$ cat src/rtl/muldiv_pkg.sv
// Shared types for the iterative multiply/divide unit: operation and state
// encodings plus operand signedness decoding.
package muldiv_pkg;

  localparam int OP_W = 3;

  typedef enum logic [OP_W-1:0] {
    OP_MUL    = 3'b000,
    OP_MULH   = 3'b001,
    OP_MULHSU = 3'b010,
    OP_MULHU  = 3'b011,
    OP_DIV    = 3'b100,
    OP_DIVU   = 3'b101,
    OP_REM    = 3'b110,
    OP_REMU   = 3'b111
  } op_e;

  typedef enum logic [1:0] {
    ST_IDLE = 2'd0,
    ST_BUSY = 2'd1,
    ST_DONE = 2'd2
  } state_e;

  function automatic logic src_a_signed(input op_e op);
    return !(op inside {OP_MULHU, OP_DIVU, OP_REMU});
  endfunction

  function automatic logic src_b_signed(input op_e op);
    return op inside {OP_MUL, OP_MULH, OP_DIV, OP_REM};
  endfunction

  function automatic logic op_is_div(input op_e op);
    return op inside {OP_DIV, OP_DIVU, OP_REM, OP_REMU};
  endfunction

endpackage

$ cat src/rtl/muldiv_divstep.sv
// One restoring-divide iteration on unsigned magnitudes: shift in the next
// dividend bit, trial-subtract the divisor, keep the difference if non-negative.
module muldiv_divstep #(
  parameter int W = 32
) (
  input  logic [W-1:0] rem_in,
  input  logic [W-1:0] quo_in,
  input  logic [W-1:0] divisor,
  output logic [W-1:0] rem_out,
  output logic [W-1:0] quo_out
);

  logic [W:0] shifted;
  logic [W:0] diff;

  always_comb begin
    shifted = {rem_in, quo_in[W-1]};
    diff    = shifted - {1'b0, divisor};
    if (!diff[W]) begin
      rem_out = diff[W-1:0];
      quo_out = {quo_in[W-2:0], 1'b1};
    end else begin
      rem_out = shifted[W-1:0];
      quo_out = {quo_in[W-2:0], 1'b0};
    end
  end

endmodule

$ cat src/rtl/alu_muldiv.sv
// Iterative RV32M multiply/divide unit: one shift-add or restoring-divide step
// per cycle on magnitudes, sign correction applied when the result is presented.
//
// state | meaning
// IDLE  | ready to accept a request
// BUSY  | iterating, one step per cycle, counter runs DATA_WIDTH-1 down to 0
// DONE  | result presented, held until out_ready
module alu_muldiv
  import muldiv_pkg::*;
#(
  parameter int DATA_WIDTH    = 32,
  parameter int OPCODE_LENGTH = 3,
  parameter int TAG_WIDTH     = 5
) (
  input  logic                     clk,
  input  logic                     rst_n,
  input  logic                     flush,
  input  logic                     in_valid,
  output logic                     in_ready,
  input  logic [DATA_WIDTH-1:0]    SrcA,
  input  logic [DATA_WIDTH-1:0]    SrcB,
  input  logic [OPCODE_LENGTH-1:0] Operation,
  input  logic [TAG_WIDTH-1:0]     in_tag,
  output logic                     out_valid,
  input  logic                     out_ready,
  output logic [DATA_WIDTH-1:0]    ALUResult,
  output logic [TAG_WIDTH-1:0]     out_tag,
  output logic                     busy
);

  localparam int W  = DATA_WIDTH;
  localparam int CW = $clog2(DATA_WIDTH);

  state_e            state_q, state_d;
  op_e               op_q, op_in;
  logic [2*W-1:0]    acc_q, acc_step, acc_init;
  logic [W-1:0]      opnd_q, opnd_init;
  logic [CW-1:0]     cnt_q;
  logic [TAG_WIDTH-1:0] tag_q;
  logic              neg_hi_q, neg_lo_q;
  logic              accept;
  logic              a_neg, b_neg;
  logic [W-1:0]      a_mag, b_mag;
  logic [W-1:0]      mul_add;
  logic [W:0]        mul_sum;
  logic [W-1:0]      div_rem, div_quo;
  logic [2*W-1:0]    prod;
  logic [W-1:0]      quo, rem, result;

  assign op_in     = op_e'(Operation[OP_W-1:0]);
  assign in_ready  = (state_q == ST_IDLE) && !flush;
  assign accept    = in_valid && in_ready;
  assign busy      = (state_q != ST_IDLE);
  assign out_valid = (state_q == ST_DONE);
  assign out_tag   = tag_q;
  assign ALUResult = out_valid ? result : '0;

  always_comb begin
    state_d = state_q;
    unique case (state_q)
      ST_IDLE: if (accept) state_d = ST_BUSY;
      ST_BUSY: if (cnt_q == '0) state_d = ST_DONE;
      ST_DONE: if (out_ready) state_d = ST_IDLE;
      default: state_d = ST_IDLE;
    endcase
    if (flush) state_d = ST_IDLE;
  end

  always_ff @(posedge clk) begin
    if (!rst_n) state_q <= ST_IDLE;
    else        state_q <= state_d;
  end

  // Multiply keeps the multiplier in the low half of acc; divide keeps the
  // dividend there and the partial remainder in the high half.
  always_comb begin
    a_neg = src_a_signed(op_in) && SrcA[W-1];
    b_neg = src_b_signed(op_in) && SrcB[W-1];
    a_mag = a_neg ? -SrcA : SrcA;
    b_mag = b_neg ? -SrcB : SrcB;
    if (op_is_div(op_in)) begin
      acc_init  = {{W{1'b0}}, a_mag};
      opnd_init = b_mag;
    end else begin
      acc_init  = {{W{1'b0}}, b_mag};
      opnd_init = a_mag;
    end
  end

  muldiv_divstep #(.W(W)) u_divstep (
    .rem_in  (acc_q[2*W-1:W]),
    .quo_in  (acc_q[W-1:0]),
    .divisor (opnd_q),
    .rem_out (div_rem),
    .quo_out (div_quo)
  );

  always_comb begin
    mul_add  = acc_q[0] ? opnd_q : '0;
    mul_sum  = {1'b0, acc_q[2*W-1:W]} + {1'b0, mul_add};
    acc_step = op_is_div(op_q) ? {div_rem, div_quo} : {mul_sum, acc_q[W-1:1]};
  end

  always_ff @(posedge clk) begin
    if (!rst_n) begin
      acc_q    <= '0;
      opnd_q   <= '0;
      cnt_q    <= '0;
      tag_q    <= '0;
      op_q     <= OP_MUL;
      neg_hi_q <= 1'b0;
      neg_lo_q <= 1'b0;
    end else if (accept) begin
      acc_q    <= acc_init;
      opnd_q   <= opnd_init;
      cnt_q    <= CW'(W - 1);
      tag_q    <= in_tag;
      op_q     <= op_in;
      neg_hi_q <= a_neg ^ b_neg;
      neg_lo_q <= a_neg;
    end else if (state_q == ST_BUSY && !flush) begin
      acc_q <= acc_step;
      cnt_q <= cnt_q - CW'(1);
    end
  end

  // A zero divisor leaves the remainder equal to the dividend naturally;
  // only the quotient needs forcing to all ones.
  always_comb begin
    prod = neg_hi_q ? -acc_q : acc_q;
    quo  = neg_hi_q ? -acc_q[W-1:0] : acc_q[W-1:0];
    rem  = neg_lo_q ? -acc_q[2*W-1:W] : acc_q[2*W-1:W];
    unique case (op_q)
      OP_MUL:                      result = prod[W-1:0];
      OP_MULH, OP_MULHSU, OP_MULHU: result = prod[2*W-1:W];
      OP_DIV, OP_DIVU:             result = (opnd_q == '0) ? '1 : quo;
      default:                     result = rem;
    endcase
  end

endmodule

$ cat config.mk
export PLATFORM = sky130hd
export DESIGN_NAME = alu_muldiv
export DESIGN_NICKNAME = d
export VERILOG_FILES = /design/src/rtl/muldiv_pkg.sv /design/src/rtl/muldiv_divstep.sv /design/src/rtl/alu_muldiv.sv
export SDC_FILE = /design/constraint.sdc
export NUM_CORES = 1
export LEC_CHECK = 0
export BUFFER_PORTS_ARGS = -buffer_cell sky130_fd_sc_hd__buf_2
export CAP_MARGIN = 15
export CORE_UTILIZATION = 35
export CTS_CLUSTER_DIAMETER = 50
export DETAILED_ROUTE_END_ITERATION = 10
export SLEW_MARGIN = 20
export SYNTH_ARGS = -nofsm -noshare
export SYNTH_HDL_FRONTEND = slang
export SYNTH_SLANG_ARGS = --single-unit
$ cat constraint.sdc
create_clock -name clk -period 4 [get_ports clk]
set_input_delay 0.4 -clock clk [delete_from_list [all_inputs] [get_ports clk]]
set_output_delay 0.4 -clock clk [all_outputs]
set_load 0.02 [all_outputs]
==> summary.md <==
| Metric | Value |
|---|---|
| Commonest non-fill, non-tap cells in the layout | `nand2_1 (198), nor2_1 (155), o21ai_0 (129)` |
| Placed inst area | `14,700 sq um` |
| TritonCTS clock tree | `done` |
| Max Cap Violations | `0` |
| Post-Syn Area per Cell | `7.12 sq um` |
| Hold path cells | `2` |
| Req. time, crit path | `3.60 ns` |
| Rel. slew slack | `0.275` |
| Clock Path Buffers | `2` |
| Vias post-DR | `14.6k` |
| WL final | `52,100 um` |
| First-pass GRT wire length | `78,700 um` |
| Post-synth EDFFs | `0` |
| Worst setup path class | `register to primary output` |
| CTS root buf | `clkbuf_16` |
| Leak | `6.27 nW` |
| Final RePlAce weighted congestion | `0.983` |
| Core Region | `37,700 sq um` |
| Outcome | `finished, final reports clean` |
| Critical Path End Type | `primary output` |
| Finished Cell Area | `15,500 sq um` |
| Tmin final | `3.99 ns` |
| Largest net degree at the start of global routing | `70` |
| Post-synth cell types | `76` |
| Total CTS buffers | `17` |
| Hold Crit Class | `input pin to register` |
| Mapped cell area | `13,400 sq um` |
| Layout cell share with drive strength beyond 1 | `0.153` |
| CTS sink count | `113` |
| CTS Hold Buffers Added | `0` |
| Die area | `39,100 sq um` |
| Pre-CTS WS | `0.186 ns` |
| Slew of the pin with the lowest slew margin | `1.09 ns` |
| Multi-input logic area | `10,500 sq um` |
| Register cell area after layout | `2270 sq um` |
| Fillers | `4,025` |
| Wire per inst | `21.0 um` |
| First-pass DRT Iterations | `5` |
| Port Buffer Count | `116` |
| H-tree levels | `4` |
| Gr ovfl total | `0` |
| Post-DRT Antenna Nets | `0` |
| Peak fanout along the critical path | `3` |
| Worst reg2reg path depth | `13` |
| Post-synth ARST share | `0` |
| PD cells | `276 nW/um^2` |
| Die W | `198 um` |
| DRC | `0` |
| Diode count | `0` |
| Hold WS | `0.148 ns` |
| Ys Warns | `0` |
| Dominant synthesized flop cell | `dfxtp_1` |
| TNS Setup | `0 ns` |
| Syn Nets | `2,031` |
| Tcrit/Tclk final | `0.997` |
| Nets | `2,106` |
| # IOs | `117` |
| Setup ws final | `0.0107 ns` |
| Clock transition at path regs | `0.06 ns` |
| Clk_skew | `0.0140 ns` |
| Flops & latches, synth | `113` |
| RSZ-0062 raised after global routing | `true` |
| Commonest non-fill, non-tap cell in the layout | `nand2_1` |
| Starting Density | `0.356` |
| Final Max Slew Viols | `0` |
| Sequential share of the synthesized area | `0.169` |
| # rows | `71` |
| Arrival time worst endpoint | `3.59 ns` |
| Antenna violations before repair | `0` |
| Final setup viols | `0` |
| Worst Setup Start Kind | `register` |
| Max rail drop VDD | `302 uV` |
| Vias in the first global route | `13.5k` |
| HPWL after DPL | `40,700 um` |
| Reg-to-reg setup timing slack | `0.29 ns` |
| Area growth syn-to-layout | `15.8%` |
| Final Hold Viols | `0` |
| F_max | `251 MHz` |
| Gate Count Post-Synth | `1,882` |
| Initial DRC count | `1,474` |
| Vias per Instance | `5.89` |
| Total GRT Usage | `0.262` |
| Worst skew pair latency | `0.44 ns` |
| Die Span Y | `198 um` |
| Design Power | `4.28 mW` |
-- critical path: stages (launching register included) --
cell	delay [ns]
dfxtp_2	0.32
or4_4	0.53
or4_4	0.44
or4b_4	0.53
nor4b_4	0.31
nand2b_1	0.15
o21ai_2	0.14
xnor2_1	0.16
a221oi_2	0.10
a211oi_2	0.27
buf_4	0.20
-- state kept, by name, indices dropped and copies added, names as in the netlist --
name      count
neg_hi_q      1
acc_q        64
neg_lo_q      1
out_tag       5
op_q          3
state_q       2
cnt_q         5
opnd_q       32
-- final timing paths --
check	startpoint	end
setup / recovery	acc_q[12]$_SDFFE_PN0P_	ALUResult[18]
hold / removal	flush	state_q[1]$_SDFFE_PP0P_
setup reg to reg	acc_q[31]$_SDFFE_PN0P_	acc_q[44]$_SDFFE_PN0P_
hold reg to reg	out_tag[4]$_SDFFE_PN0P_	out_tag[4]$_SDFFE_PN0P_
-- Yosys cell counts, drive strengths merged (21+ instances only) --
library cell	n	area (sq um)
a211oi	38	285
o21ai	143	719
a21boi	39	293
or4	24	184
nor4	21	131
nand2	199	747
nand3	43	215
nor3	29	150
o31ai	35	263
dfxtp	113	2260
or3	24	165
inv	66	248
xnor2	118	1030
mux2i	70	701
nor2	158	593
a21oi	124	621
ha	70	876
clkbuf	125	473
a21o	31	233
xor2	80	701
o211ai	50	375
-- metrics by stage --
| step | std cells | utilization |
|---|---|---|
| after floorplan | 1882 | - |
| after global placement | 2444 | 0.390 |
| after detailed placement | 2444 | 0.390 |
| after CTS | 2477 | 0.408 |
| after global routing | 2481 | 0.412 |
| final | 2481 | 0.412 |
-- power by group --
group / total (mW) / switching [mW] / internal [mW] / leakage (nW)
logic: 1.44 / 0.889 / 0.552 / 5.07
registers: 1.27 / 0.0874 / 1.18 / 0.923
clock network: 1.57 / 0.677 / 0.892 / 0.279
total: 4.28 / 1.65 / 2.63 / 6.27
-- cell families (layout without fill, tap and decap cells) --
family / Yosys count / after routing / synth area share
simple gates: 603 / 603 / 0.217
buf+inv: 211 / 299 / 0.0607
fa+ha+maj: 72 / 72 / 0.0683
compound gates: 615 / 615 / 0.304
flops: 113 / 113 / 0.169
xor+xnor: 198 / 198 / 0.129
mux: 70 / 70 / 0.0523
-- layout make-up --
cell class | instances | area share
Clock buffer | 18 | 0.0283
Clock inverter | 14 | 0.00935
Inverter | 66 | 0.0160
Multi-Input combinational cell | 1558 | 0.677
Sequential cell | 113 | 0.146
Tap cell | 511 | 0.0412
Timing Repair Buffer | 201 | 0.0817
-- per-layer routing --
metal	global-route usage	up-vias	share of wire
met5	0	-	0
met4	0.0709	0	0.022
met3	0.0523	66	0.084
met2	0.406	644	0.43
met1	0.366	6905	0.46
li1	-	7004	-
-- what timing repair did --
action / 4_1_cts / 5_1_grt
gates resized for setup: 25 / 33
setup buffers: 1 / 4
setup endpoints to repair: 17 / 24
pin swaps: 8 / 10
No activity file was read; power rests on OpenSTA's default activity.
